[src/rtl/mx_pkg.sv]
// Shared constants and enums for the MX conversion / streaming blocks.
package mx_pkg;

  localparam int unsigned FLOAT32_WIDTH = 32;
  localparam int unsigned SCALE_WIDTH   = 8;
  localparam logic [SCALE_WIDTH-1:0] E8M0_NAN = 8'hFF;

  typedef enum logic {
    RND_RNE   = 1'b0,
    RND_TRUNC = 1'b1
  } round_mode_e;

  typedef enum logic {
    ST_IDLE   = 1'b0,
    ST_STREAM = 1'b1
  } stream_state_e;

endpackage

[src/rtl/mxint_scalar_quant.sv]
// Combinational float32 -> (E8M0 scale, MXINT element) quantiser for a single scalar.
module mxint_scalar_quant
  import mx_pkg::*;
#(
  parameter int unsigned ELEM_WIDTH = 8
) (
  input  logic [FLOAT32_WIDTH-1:0] float32,
  input  round_mode_e              round_mode,
  output logic [SCALE_WIDTH-1:0]   scale,
  output logic [ELEM_WIDTH-1:0]    element,
  output logic                     overflow
);

  // Normals carry the hidden 1 at bit 23; element LSB weight is 2^-(ELEM_WIDTH-2).
  localparam int unsigned NORM_SHIFT = 25 - ELEM_WIDTH;
  localparam int unsigned SUB_SHIFT  = 24 - ELEM_WIDTH;
  localparam logic [24:0] MAG_LIMIT  = 25'(1) << (ELEM_WIDTH - 1);

  function automatic logic [24:0] shift_round(input logic [23:0] sig,
                                              input int unsigned sh,
                                              input logic trunc);
    logic [23:0] rem;
    logic [23:0] half;
    logic [24:0] q;
    q    = {1'b0, sig >> sh};
    rem  = sig & ((24'd1 << sh) - 24'd1);
    half = 24'd1 << (sh - 1);
    if (!trunc && ((rem > half) || ((rem == half) && q[0]))) q = q + 25'd1;
    return q;
  endfunction

  logic        sign;
  logic [7:0]  exp_f;
  logic [22:0] frac;
  logic        trunc;
  logic [24:0] mag;

  assign sign  = float32[31];
  assign exp_f = float32[30:23];
  assign frac  = float32[22:0];
  assign trunc = (round_mode == RND_TRUNC);

  always_comb begin
    scale    = '0;
    element  = '0;
    overflow = 1'b0;
    mag      = '0;
    if (exp_f == '1) begin
      scale    = E8M0_NAN;
      overflow = (frac == '0);
    end else if ((exp_f != '0) || (frac != '0)) begin
      scale = exp_f;
      if (exp_f == '0) mag = shift_round({1'b0, frac}, SUB_SHIFT, trunc);
      else             mag = shift_round({1'b1, frac}, NORM_SHIFT, trunc);
      if (mag >= MAG_LIMIT) begin
        mag      = MAG_LIMIT - 25'd1;
        overflow = 1'b1;
      end
      element = sign ? -mag[ELEM_WIDTH-1:0] : mag[ELEM_WIDTH-1:0];
    end
  end

endmodule

[src/rtl/mxint_broadcast_stream.sv]
// Accepts one float32 scalar per handshake, quantises it once and streams the
// resulting MX block out LANES identical elements per beat.
module mxint_broadcast_stream #(
  parameter int unsigned ELEM_WIDTH  = 8,
  parameter int unsigned BLOCK_SIZE  = 32,
  parameter int unsigned LANES       = 8,
  parameter int unsigned SCALE_WIDTH = 8
) (
  input  logic                                 clk,
  input  logic                                 rst,
  input  logic [31:0]                          i_float32,
  input  logic                                 i_round_mode,
  input  logic                                 i_valid,
  output logic                                 o_ready,
  output logic [SCALE_WIDTH-1:0]               o_scale,
  output logic [LANES-1:0][ELEM_WIDTH-1:0]     o_mxint_elements,
  output logic                                 o_valid,
  input  logic                                 i_ready,
  output logic                                 o_first,
  output logic                                 o_last,
  output logic                                 o_overflow
);
  import mx_pkg::*;

  localparam int unsigned BEATS = BLOCK_SIZE / LANES;
  localparam int unsigned CNT_W = (BEATS > 1) ? $clog2(BEATS) : 1;
  localparam logic [CNT_W-1:0] LAST_BEAT = CNT_W'(BEATS - 1);

  generate
    if ((BLOCK_SIZE % LANES) != 0 || LANES == 0 || BEATS == 0) begin : g_bad_block
      $error("mxint_broadcast_stream: BLOCK_SIZE must be a non-zero multiple of LANES");
    end
    if (ELEM_WIDTH < 2 || ELEM_WIDTH > 8) begin : g_bad_width
      $error("mxint_broadcast_stream: ELEM_WIDTH must be in 2..8");
    end
    if (SCALE_WIDTH < mx_pkg::SCALE_WIDTH) begin : g_bad_scale
      $error("mxint_broadcast_stream: SCALE_WIDTH too small for E8M0");
    end
  endgenerate

  logic [mx_pkg::SCALE_WIDTH-1:0] q_scale;
  logic [ELEM_WIDTH-1:0]          q_elem;
  logic                           q_ovf;

  mxint_scalar_quant #(
    .ELEM_WIDTH (ELEM_WIDTH)
  ) u_quant (
    .float32    (i_float32),
    .round_mode (round_mode_e'(i_round_mode)),
    .scale      (q_scale),
    .element    (q_elem),
    .overflow   (q_ovf)
  );

  stream_state_e          state, state_nx;
  logic [CNT_W-1:0]       cnt, cnt_nx;
  logic [SCALE_WIDTH-1:0] scale_q, scale_nx;
  logic [ELEM_WIDTH-1:0]  elem_q, elem_nx;
  logic                   ovf_q, ovf_nx;
  logic                   beat_fire;
  logic                   accept;

  assign o_valid   = (state == ST_STREAM);
  assign o_first   = o_valid && (cnt == '0);
  assign o_last    = o_valid && (cnt == LAST_BEAT);
  assign beat_fire = o_valid && i_ready;
  assign o_ready   = (state == ST_IDLE) || (beat_fire && o_last);
  assign accept    = i_valid && o_ready;

  assign o_scale          = scale_q;
  assign o_overflow       = ovf_q;
  assign o_mxint_elements = {LANES{elem_q}};

  always_comb begin
    state_nx = state;
    cnt_nx   = cnt;
    scale_nx = scale_q;
    elem_nx  = elem_q;
    ovf_nx   = ovf_q;
    unique case (state)
      ST_IDLE: ;
      ST_STREAM: begin
        if (beat_fire) begin
          if (cnt == LAST_BEAT) begin
            state_nx = ST_IDLE;
            cnt_nx   = '0;
          end else begin
            cnt_nx = cnt + 1'b1;
          end
        end
      end
      default: state_nx = ST_IDLE;
    endcase
    // A load overrides the end-of-block return to IDLE, so back-to-back blocks have no bubble.
    if (accept) begin
      state_nx = ST_STREAM;
      cnt_nx   = '0;
      scale_nx = SCALE_WIDTH'(q_scale);
      elem_nx  = q_elem;
      ovf_nx   = q_ovf;
    end
  end

  always_ff @(posedge clk) begin
    if (rst) begin
      state   <= ST_IDLE;
      cnt     <= '0;
      scale_q <= '0;
      elem_q  <= '0;
      ovf_q   <= 1'b0;
    end else begin
      state   <= state_nx;
      cnt     <= cnt_nx;
      scale_q <= scale_nx;
      elem_q  <= elem_nx;
      ovf_q   <= ovf_nx;
    end
  end

endmodule

[config.mk]
export PLATFORM = sky130hd
export DESIGN_NAME = mxint_broadcast_stream
export DESIGN_NICKNAME = d
export VERILOG_FILES = /design/src/rtl/mx_pkg.sv /design/src/rtl/mxint_scalar_quant.sv /design/src/rtl/mxint_broadcast_stream.sv
export SDC_FILE = /design/constraint.sdc
export NUM_CORES = 1
export LEC_CHECK = 0
export ABC_AREA = 0
export CORE_MARGIN = 1.5
export CORE_UTILIZATION = 42
export CTS_BUF_LIST = sky130_fd_sc_hd__clkbuf_4
export DETAILED_ROUTE_END_ITERATION = 8
export HOLD_SLACK_MARGIN = 0.1
export PLACE_DENSITY = 0.85
export SLEW_MARGIN = 20
export SYNTH_ARGS = -nofsm -noshare
export SYNTH_HDL_FRONTEND = slang
export SYNTH_HIERARCHICAL = 1
export SYNTH_SLANG_ARGS = --single-unit
[constraint.sdc]
create_clock -name clk -period 3 [get_ports clk]
set_input_delay 0.3 -clock clk [delete_from_list [all_inputs] [get_ports clk]]
set_output_delay 0.3 -clock clk [all_outputs]
set_load 0.01 [all_outputs]
==> run metrics <==
status=finished clean; H-tree depth=1; max-cap viol count=0; setup total negative slack=0 ns; core footprint=between 0.005 and 0.006 mm2; Die H=77.5 um; Critical Path RT=3.24 ns; Routed Wire Length=5460 um; CTS tree=yes; unique cell type count in the Yosys netlist=59; worst vdd ir=roughly 0.17 mV; Hold Buf Count CTS=0; P_leak=approximately 0.0013 uW; Post-DP Area=0.00328 mm2; Post-synth top flop=dfxtp_1; TritonCTS Sinks=20; Fin. Hold Viols=0; CTS clk-pin slew, worst paths=0.13 ns; Yosys reg bits=20; root cell of the clock tree=clkbuf_4; Crit Path Max Fanout=7; Clk Latency, worst-skew pair=0.31 ns; Via density=5.12; pwr dens=278 mW/mm2; commonest non-fill, non-tap cell in the layout=clkdlybuf4s50_1; RSZ-0062 raised after global routing=false; DRC viols=0; setup violators final=0; critical path capture point type=register; post-synthesis sequential area ratio=17.2%; total gr overflow=0; port bufs=113; fin. max-slew vios=0; post-route antenna net violation count=0; DIE AREA=0.00601 mm2; initial DRC count=89; vias in the first global route=between 2,000 and 2,500; Cells on Worst Hold Path=2; Synth async-reset ratio=0%; Die W=77.5 um; measured slew at the worst slew-check pin=between 0.9 and 1 ns; DP HPWL=4450 um; fin crit share=96.3%; most frequent cells in the layout=clkdlybuf4s50_1, buf_4, nand2b_1; cell area after synthesis=0.00233 mm2; routed vias=2,241; Initial Utilization=around 45%; Post-Syn Area per Cell=approximately 8 um2; First-pass DRT Iterations=4; slew margin rel.=a little under 40%; launching element type of the critical path=primary input; Synth Instances=290; Critical Path AT=3.13 ns; antenna cell count=0; Final Critical Period=around 2.9 ns; number of synthesized flops with an enable pin=0; setup slack, reg-to-reg=1.56 ns; Syn Nets=around 330; final-layout fill cell count=~430; Fmax=about 0.35 GHz; I/O Pins=114; area added between synthesis and finish=44.6%; GRT Overall Usage=between 10% and 20%; fin util=64.4%; Fin Clk Skew=0.0143 ns; reg2reg path depth=5; wire per inst=12.5 um; first-pass GRT wire length=8900 um; initial antenna violation count=0; Clock Path Buffers=2; CTS Buf Count=3; Cell Rows=26; Yosys warnings=6; # nets final=412; hold crit path type=reg2reg; routability congestion estimate from global placement=0.900; share of cells above drive strength 1=18.2%; critical path class=in2reg; fin area=0.00337 mm2; largest net degree at the start of global routing=38
==> synthesized netlist by cell type (all sizes together), types with 5 or more instances <==
| cell | number | area share [%] |
|---|---|---|
| buf | 60 | 20 |
| clkbuf | 16 | 3.2 |
| dfxtp | 20 | 17 |
| ha | 6 | 3.2 |
| inv | 9 | 1.4 |
| mux2i | 23 | 10 |
| nand2 | 11 | 1.8 |
| nand2b | 35 | 9.5 |
| nand4 | 8 | 2.1 |
| nor2 | 17 | 2.7 |
| nor3 | 10 | 2.4 |
| nor4 | 8 | 2.4 |
| o211ai | 5 | 1.6 |
| o21ai | 7 | 1.5 |
==> report_power, final <==
group | total (uW) | internal [uW] | switching (uW) | leakage, uW
logic | 407 | 245 | 162 | 0.00110
registers | 305 | 283 | 22.6 | 0.000164
clock network | 223 | 135 | 88.2 | 0.0000279
==> area by class of cell <==
cell class | instances | area [um2] | area share [%]
clock buffers | 3 | 22.5 | 0.668
inverters | 9 | 33.8 | 1.00
flip-flops and latches | 20 | 400 | 11.9
multi-input cells | 184 | 1380 | 41.0
repair buffers | 151 | 1420 | 42.0
clock inverters | 1 | 30.0 | 0.891
well taps | 70 | 87.6 | 2.60
==> logic make-up after synthesis <==
group / count (synthesis) / synth area share [%]
buffers and inverters: 86 / 25.2
AND/OR/NAND/NOR: 114 / 28.8
AO/OA/AOI/OAI: 37 / 13.7
adder cells (fa/ha/maj): 6 / 3.22
multiplexers: 23 / 10.4
XOR/XNOR: 4 / 1.50
flip-flops: 20 / 17.2
==> final timing paths <==
| check | start | to |
|---|---|---|
| max | i_float32[30] | elem_q[6] |
| min | o_scale[5] | o_scale[5] |
| max reg2reg | cnt[0] | elem_q[4] |
| min reg2reg | o_scale[5] | o_scale[5] |
==> timing repair <==
| action | CTS | global route |
|---|---|---|
| endpoints found under the hold margin | 0 | 0 |
| buffers inserted | 0 | 0 |
| resized for setup | 0 | 8 |
| setup endpoints to repair | 0 | 2 |
==> metal layers <==
layer	vias up	track usage (%)	share of wire (%)
met5	-	0	0
met4	0	5.09	1.3
met3	10	3.88	7.3
met2	112	32.1	51
met1	1013	20.2	40
li1	1106	-	-
==> per-stage QoR <==
stage / worst slack [ns] / hold WS, ns / total power [uW] / cells
4_1_cts: 0.0472 / 0.485 / 940 / 438
3_5_place_dp: -0.282 / 0.460 / 715 / 434
3_3_place_gp: -0.111 / 0.459 / 706 / 434
6_report: 0.112 / 0.481 / 936 / 438
2_1_floorplan: 0.317 / 0.421 / 551 / 290
5_1_grt: 0.00628 / 0.506 / 984 / 438
==> critical path, cell delays in order <==
cell and delay (ns):
clkdlybuf4s50_1 0.45, or4_4 0.55, or2_4 0.28, buf_4 0.17, o211ai_1 0.09, nand3_1 0.12
nor2_2 0.14, ha_2 0.23, o2111ai_4 0.12, o31ai_4 0.28, mux2i_1 0.21, nand2b_1 0.07
mux2i_1 0.12
==> registers in the layout (all words and copies together), names as in the netlist <==
| name | cells |
|---|---|
| elem_q | 8 |
| o_scale | 8 |
| cnt | 2 |
| o_overflow | 1 |
| o_valid | 1 |
Power figures use the tool's default switching activity.
==> RTL change: new RTL, config.mk and constraints unchanged <==
The parameter `LANES` goes from 8 to 4.
--- a/src/rtl/mxint_broadcast_stream.sv
+++ b/src/rtl/mxint_broadcast_stream.sv
@@ -4,5 +4,5 @@
   parameter int unsigned ELEM_WIDTH  = 8,
   parameter int unsigned BLOCK_SIZE  = 32,
-  parameter int unsigned LANES       = 8,
+  parameter int unsigned LANES       = 4,
   parameter int unsigned SCALE_WIDTH = 8
 ) (
Ports: changed (resized o_mxint_elements); port bits go from 114 to 82. The function was not compared with the original's and may differ.
==> RTL change against the unedited design <==
  * Setup slack better by 40 ps
  * Power is 17% lower
  * Largest power group unchanged
  * Highest routed layer unchanged
  * Worst hold slack better by 2.0 ps
  * Synthesized area decreased by 8.6%
  * First-iteration DRC count is 37% lower
  * Sequential cell count grew 1
  * Register-to-register slack got worse by 150 ps
  * Wire length decreased by 7.8%
  * Final area decreased by 8.5%
==> RTL change: results (changes against the unedited design) <==
gr busiest metal - met2
R2R cell count - 6 (+1)
multi-input combinational gate total - 188 (+2.2%)
synth top area cells - dfxtp_1 (20%), mux2i_1 (10%), nand2b_1 (10%)
Internal - 0.000537 W (-19%)
clk cell area share - 0.892% (-0.67 points)
sequential fraction of the synthesis area - 19.7% (+2.6 points)
proportion of layout cells with a drive suffix above 1 - 20.2% (+2.0 points)
DR WL/cell - 12.3 um (-1.1%)
Lkg Pwr - 1.20 nW (-7.2%)
multi-input combinational area share - 46.1% (+5.2 points)
VDD IR max - 187 uV (+11%)
first-pass GRT wire length - 8250 um (-7.4%)
Total GRT Usage - 18.5% (+1.0 points)
Seq cells - 21 (+5.0%)
skew final - 2.66 ps (-11.6 ps)
Arr. time, crit path - 3090 ps (-40 ps)
synth unique cells - 57 (-3.4%)
DRT iter0 DRCs - 56 (-37%)
top cells by count, synth - nand2b_1 (34), buf_4 (24), mux2i_1 (22)
status - completed
met2 usage - 35.9% (+3.8 points)
min-delay src - o_scale[6]
post-placement cell count - 404 (-6.9%)
syn nets - 307 (-7.8%)
vias in the first global route - 1975 (-6.7%)
PortBufs - 81 (-28%)
final-layout fill cell count - 427 (+0.23%)
worst-margin pin slew - 904 ps (-4.66 ps)
nets - 386 (-6.3%)
Metal-1 WL - 2140 um (-3.2%)
met3 usage - 3.79% (-0.088 points)
wire length on met3 - 272 um (-32%)
synthesized area per cell - 8.10 sq um (+0.74%)
Hold Crit Endpoint - o_scale[6]
R2R setup slack - 1410 ps (-150 ps)
routed wire length on met2 - 2610 um (-6.1%)
Final HPWL DP - 4200 um (-5.6%)
Vias - 2084 (-7.0%)
GRT met1 Usage - 21.5% (+1.3 points)
NonClk Buf Share - 35.5% (-6.5 points)
Non-CTS buffers - 119 (-21%)
Hold WS - 483 ps (+1.96 ps)
RePlAce Congestion - 0.910 (+1.1%)
register area - 420 sq um (+5.0%)
vias per inst - 5.11 (-0.17%)
Post-Place Worst Slack - -218 ps (+63.7 ps)
Critical Path Fanout Max - 6 (-1)
DP Area - 3010 sq um (-8.5%)
number of non-clock inverters in the layout - 9 (unchanged)
r2r endpoint - elem_q[3]
[RTL change: power by group through the flow]
stage	Combinational, W	Clock (W)	Sequential, W
after floorplan	0.000170	0	0.000323
after global placement	0.000316	0	0.000317
after detailed placement	0.000321	0	0.000318
after CTS	0.000322	0.000143	0.000312
after global routing	0.000356	0.000152	0.000315
final	0.000327	0.000137	0.000311
[RTL change: cell families after synthesis]
logic type | synth area share [%]
AOI/OAI and AO/OA | 14.5
xor gates and xnor gates | 1.64
adders and majority gates | 4.11
buffers and inverters | 15.9
DFF | 19.7
muxes | 11.4
and+or+nand+nor | 32.7
[RTL change: worst max-delay path by stage]
stage / slack (ps) / end / depth (start not counted)
after detailed placement: -220 / elem_q[6] / 12
final: 150 / elem_q[6] / 12
after CTS: 110 / elem_q[6] / 12
after floorplan: 320 / elem_q[6] / 12
after global placement: -140 / elem_q[6] / 12
after global routing: 6 / elem_q[6] / 12
